--- src/rtl/aes_pkg.sv ---
// Shared definitions for the byte-serial AES core adapter.
package aes_pkg;

  localparam int unsigned AES_BLOCK_BYTES = 16;
  localparam int unsigned AES_BYTE_W      = 8;
  localparam int unsigned AES_BLOCK_W     = AES_BLOCK_BYTES * AES_BYTE_W;

  typedef enum logic [2:0] {
    RSTC,
    IDLE,
    FEED,
    COLLECT,
    OUT
  } adapter_state_t;

endpackage

--- src/rtl/aes_stream_adapter.sv ---
// Serialises a key/plaintext block into the byte-serial AES core and gathers
// the 16 ciphertext bytes back into one block, resetting the core between blocks.
module aes_stream_adapter
  import aes_pkg::*;
#(
  parameter int unsigned TIMEOUT = 255
) (
  input  logic                   clk,
  input  logic                   rst_n,
  input  logic                   in_valid,
  output logic                   in_ready,
  input  logic [AES_BLOCK_W-1:0] in_key,
  input  logic [AES_BLOCK_W-1:0] in_block,
  output logic                   out_valid,
  input  logic                   out_ready,
  output logic [AES_BLOCK_W-1:0] out_block,
  output logic                   err,
  output logic                   core_rst,
  output logic                   core_en,
  output logic [AES_BYTE_W-1:0]  core_key_byte,
  output logic [AES_BYTE_W-1:0]  core_state_byte,
  input  logic                   core_ready,
  input  logic [AES_BYTE_W-1:0]  core_out_byte
);

  localparam int unsigned CW = $clog2(TIMEOUT + 1);

  adapter_state_t state, state_d;

  logic                   boot;
  logic [AES_BLOCK_W-1:0] key_sr, pt_sr, ct_sr;
  logic [4:0]             byte_cnt, byte_inc;
  logic                   byte_done;
  logic [CW-1:0]          cyc_cnt, cyc_inc;
  logic                   timeout_hit;

  always_comb begin
    state_d     = state;
    byte_inc    = byte_cnt + 5'd1;
    byte_done   = (byte_inc == 5'(AES_BLOCK_BYTES));
    cyc_inc     = (cyc_cnt == '1) ? cyc_cnt : cyc_cnt + CW'(1);
    timeout_hit = (cyc_inc >= CW'(TIMEOUT));
    unique case (state)
      RSTC:    if (!boot) state_d = IDLE;
      IDLE:    if (in_valid) state_d = FEED;
      FEED:    if (byte_done) state_d = COLLECT;
      // the 16th byte wins over a coincident timeout
      COLLECT: begin
        if (core_ready && byte_done) state_d = OUT;
        else if (timeout_hit)        state_d = RSTC;
      end
      OUT:     if (out_ready) state_d = RSTC;
      default: state_d = RSTC;
    endcase
  end

  // boot holds RSTC for one full cycle after reset release
  always_ff @(posedge clk or negedge rst_n) begin
    if (!rst_n) begin
      state     <= RSTC;
      boot      <= 1'b1;
      key_sr    <= '0;
      pt_sr     <= '0;
      ct_sr     <= '0;
      byte_cnt  <= '0;
      cyc_cnt   <= '0;
      err       <= 1'b0;
      in_ready  <= 1'b0;
      out_valid <= 1'b0;
      core_rst  <= 1'b1;
      core_en   <= 1'b0;
    end else begin
      state     <= state_d;
      boot      <= 1'b0;
      in_ready  <= (state_d == IDLE);
      out_valid <= (state_d == OUT);
      core_rst  <= (state_d == RSTC);
      core_en   <= (state_d == FEED) || (state_d == COLLECT);
      unique case (state)
        IDLE: begin
          if (in_valid) begin
            key_sr   <= in_key;
            pt_sr    <= in_block;
            ct_sr    <= '0;
            byte_cnt <= '0;
          end
        end
        FEED: begin
          key_sr   <= {key_sr[AES_BLOCK_W-AES_BYTE_W-1:0], {AES_BYTE_W{1'b0}}};
          pt_sr    <= {pt_sr[AES_BLOCK_W-AES_BYTE_W-1:0], {AES_BYTE_W{1'b0}}};
          byte_cnt <= byte_done ? '0 : byte_inc;
          cyc_cnt  <= '0;
        end
        COLLECT: begin
          cyc_cnt <= cyc_inc;
          if (core_ready) begin
            ct_sr    <= {ct_sr[AES_BLOCK_W-AES_BYTE_W-1:0], core_out_byte};
            byte_cnt <= byte_inc;
          end
          if (timeout_hit && !(core_ready && byte_done)) err <= 1'b1;
        end
        default: ;
      endcase
    end
  end

  assign core_key_byte   = key_sr[AES_BLOCK_W-1 -: AES_BYTE_W];
  assign core_state_byte = pt_sr[AES_BLOCK_W-1 -: AES_BYTE_W];
  assign out_block       = ct_sr;

endmodule
--- config.mk ---
export PLATFORM = sky130hd
export DESIGN_NAME = aes_stream_adapter
export DESIGN_NICKNAME = d
export VERILOG_FILES = /design/src/rtl/aes_pkg.sv /design/src/rtl/aes_stream_adapter.sv
export SDC_FILE = /design/constraint.sdc
export NUM_CORES = 1
export LEC_CHECK = 0
export BUFFER_PORTS_ARGS = -buffer_cell sky130_fd_sc_hd__buf_2
export CORE_MARGIN = 2
export CORE_UTILIZATION = 49
export DETAILED_ROUTE_END_ITERATION = 8
export PLACE_DENSITY = 0.82
export SYNTH_ARGS = -nofsm -noshare
export SYNTH_HDL_FRONTEND = slang
export SYNTH_SLANG_ARGS = --single-unit
--- constraint.sdc ---
create_clock -name clk -period 1.9 [get_ports clk]
set_input_delay 0.285 -clock clk [delete_from_list [all_inputs] [get_ports clk]]
set_output_delay 0.285 -clock clk [all_outputs]
set_load 0.005 [all_outputs]
==> summary.md <==
| Metric | Value |
|---|---|
| Most frequent cell after synthesis | `nand2_1` |
| IO Port Bufs | `417` |
| PnR worst setup slack | `0.07619 ns` |
| Sw Ratio | `0.3584` |
| Clock Path Buffers | `3` |
| Post-DR vias/cell | `5.494` |
| Layout cells sized above 1 | `0.2461` |
| Yosys reg bits | `406` |
| Initial antenna violation count | `26` |
| Setup_tns | `0 ns` |
| Routed Antenna Nets | `0` |
| WHS | `0.01937 ns` |
| Dpl cell area | `20790 um^2` |
| Int Pwr | `0.02120 W` |
| Ys flop type | `dfrtp_1` |
| Row cnt | `70` |
| Max-slew headroom | `0.6461` |
| Syn Area/Cell | `9.787 um^2` |
| Clk_skew | `0.01616 ns` |
| Synth Instances | `1836` |
| I/O pins | `418` |
| Yosys cell types | `45` |
| Hold depth | `3` |
| Sequential share of the synthesized area | `0.5656` |
| Top post-synthesis cells by count | `nand2_1, dfrtp_1, o21ai_0, mux2i_1, clkbuf_1` |
| Post-layout minimum cycle time | `1.824 ns` |
| Nets@finish | `2563` |
| Worst EP arrival | `2.32 ns` |
| Initial Util | `0.4944` |
| Clock sinks | `406` |
| Crit path required time | `2.40 ns` |
| Core box area | `36350 um^2` |
| TritonRoute pass-1 iters | `5` |
| Iter 0 DRT Violations | `844` |
| Largest stage delay, worst path | `0.41 ns` |
| Remaining DRCs | `0` |
| TritonCTS clock tree | `built` |
| Final GP Congestion | `0.9270` |
| Drt total wl | `53860 um` |
| WL/cell | `19.17 um` |
| CTS root buf | `clkbuf_16` |
| NetSw | `0.01184 W` |
| Clk Latency, worst-skew pair | `0.57 ns` |
| Pins Over Slew Limit | `0` |
| H-tree levels | `2` |
| Worst-margin pin slew | `0.5235 ns` |
| Worst min path class | `input port to register` |
| Critical path class | `register to register` |
| CP endpoint kind | `register` |
| Post-CTS setup buffer count | `0` |
| Hold_sp | `in_block[66]` |
| Area contributors post-synth | `dfrtp_1, mux2i_1, nand2_1` |
| Number of global-route vias before repair | `15640` |
| Die W | `195.5 um` |
| Critical path's slowest cell | `dfrtp_1` |
| Leading area contributor after synthesis | `dfrtp_1` |
| First-pass GRT wire length | `84150 um` |
| Detailed placer's ending HPWL | `36270 um` |
| Layout area overhead | `28.73%` |
| Crit path launch type | `register` |
| Comb pwr share | `0.334` |
| DIE AREA | `38220 um^2` |
| Reg2Reg Setup Slack | `0.08 ns` |
| Worst r2r src | `cyc_cnt[0]$_DFFE_PN0P_` |
| Peak supply drop | `0.0009579 V` |
| Seq pwr share | `0.393` |
| Post-synth EDFFs | `0` |
| Largest net degree at the start of global routing | `75` |
| R2R Path End | `core_rst$_DFF_PN1_` |
| Worst path cell trace | `ha_4 -> and2_1 -> o211ai_1 -> a32oi_2 -> o31ai_1 -> buf_4 -> nor2b_1` |
| Period utilization | `0.9599` |
| Fraction of synthesized cell area taken by the top area cell type | `0.5626` |
| Status | `completed` |
| Worst-path clk slew | `0.06 ns` |
| Die Height | `195.5 um` |
| Max cap viols | `0` |
| Final Hold Viols | `0` |
| Mapped Nets | `2108` |
| Worst reg-to-reg path cell count | `7` |
| Total GRT Usage | `0.2805` |
| Worst hold endpoint | `pt_sr[66]$_DFFE_PN0P_` |
| Async set or reset register ratio after synthesis | `1.000` |
| P per Cell Area | `1429 nW/um^2` |
| Fmax | `0.5483 GHz` |
| Pre-CTS setup slack | `0.03950 ns` |
| Mapped Area | `17970 um^2` |
| Worst-path maximum fanout | `7` |
| Fin area | `23130 um^2` |
| Via count | `15430` |
| Utilization after layout | `0.6364` |
| Fill count | `2681` |
| Grt ovf | `0` |
| Clock Power Share | `0.273` |
| Synth Warn # | `0` |
| P_leak | `10.56 nW` |
| Num CTS Buffers | `44` |
| Final setup violation count | `0` |
| RSZ-0062 raised after global routing | `false` |
-- worst max-delay path, delay by kind of cell (launching register included) --
kind / cells / cell delay, ns
compound gates: 3 / 0.64
fa+ha+maj: 1 / 0.20
buf+inv: 1 / 0.17
flops: 1 / 0.41
simple gates: 2 / 0.34
-- worst max path at each step --
stage	startpoint	cells after the start	slack (ns)	end
final	cyc_cnt[0]$_DFFE_PN0P_	7	0.08	core_rst$_DFF_PN1_
after global routing	state[0]$_DFF_PN0_	7	0.005	out_block[12]$_DFFE_PN0P_
after CTS	cyc_cnt[0]$_DFFE_PN0P_	7	0.02	core_rst$_DFF_PN1_
after detailed placement	cyc_cnt[0]$_DFFE_PN0P_	7	0.04	core_rst$_DFF_PN1_
after global placement	cyc_cnt[0]$_DFFE_PN0P_	7	0.10	core_rst$_DFF_PN1_
after floorplan	byte_cnt[0]$_DFFE_PN0P_	6	0.08	byte_cnt[1]$_DFFE_PN0P_
-- timing repair --
action	4_1_cts	5_1_grt
setup endpoints to repair	0	18
hold buffers	73	0
gates resized for setup	0	9
endpoints found under the hold margin	109	0
-- through the flow --
| stage | total power [W] | cells |
|---|---|---|
| 2_1_floorplan | 0.01998 | 1836 |
| 3_3_place_gp | 0.02301 | 2640 |
| 3_5_place_dp | 0.02359 | 2640 |
| 4_1_cts | 0.03288 | 2792 |
| 5_1_grt | 0.03505 | 2808 |
| 6_report | 0.03305 | 2809 |
-- area by class of cell --
cell class,count,area [um^2],area share
antenna,17,42.54,0.001839
clock buffer,65,1303,0.05631
clock inverter,14,217.7,0.009412
inverter,1,3.754,0.0001623
multi-input combinational,1276,7113,0.3075
sequential,406,10160,0.4394
tap,468,585.6,0.02532
timing repair buffer,562,3701,0.1600
-- metal layers --
layer | global-route usage | part of all wire | wire length, um
met4 | 0.1702 | 0.055 | 2980
met1 | 0.3230 | 0.37 | 19990
met5 | 0 | 0.0021 | 114
met2 | 0.4640 | 0.49 | 26130
met3 | 0.08256 | 0.086 | 4652
-- power by group through the flow --
stage                     logic (W)  clock network [W]  registers, W
after floorplan             0.00748                  0        0.0125
after global placement       0.0101                  0        0.0129
after detailed placement     0.0106                  0        0.0130
after CTS                    0.0108            0.00916        0.0129
after global routing         0.0123            0.00951        0.0133
final                        0.0110            0.00901        0.0130
-- cell usage in the layout (no fill, tap or decap), types with 2 or more instances in the layout --
| master | instances |
|---|---|
| nand2_1 | 546 |
| xnor2_1 | 2 |
| clkbuf_16 | 46 |
| ha_1 | 2 |
| o21ai_1 | 40 |
| o31ai_1 | 2 |
| and2_1 | 2 |
| dfstp_2 | 2 |
| nor2b_1 | 4 |
| a21o_1 | 3 |
| nand2b_1 | 7 |
| xor2_1 | 3 |
| nand3_1 | 16 |
| buf_4 | 46 |
| clkinv_2 | 5 |
| buf_12 | 25 |
| dlygate4sd3_1 | 73 |
| o21ai_0 | 337 |
| bufinv_16 | 5 |
| clkbuf_1 | 11 |
| diode_2 | 17 |
| dfrtp_1 | 402 |
| dfrtp_2 | 2 |
| buf_2 | 416 |
| or2_2 | 2 |
| mux2i_1 | 240 |
| a22o_1 | 3 |
| a21oi_1 | 27 |
| nand4_1 | 4 |
| inv_6 | 2 |
| clkbuf_8 | 8 |
| nor3_1 | 2 |
| o22ai_1 | 2 |
| a31oi_1 | 3 |
| nor2_1 | 7 |
-- logic make-up after synthesis --
| logic type | synth area share |
|---|---|
| flip-flops | 0.5656 |
| AO/OA/AOI/OAI | 0.1222 |
| buffers and inverters | 0.04199 |
| AND/OR/NAND/NOR | 0.1318 |
| adder cells (fa/ha/maj) | 0.002089 |
| multiplexers | 0.1337 |
| XOR/XNOR | 0.002438 |
| other | 0.0002087 |
-- sequential cells by signal, summed over array words and instances (netlist names) --
signal and flops:
out_block 128, in_ready 1, boot 1, core_en 1
key_sr 128, out_valid 1, state 3, byte_cnt 5
cyc_cnt 8, pt_sr 128, err 1, core_rst 1
Note: power is estimated with default switching activity, not from simulation.
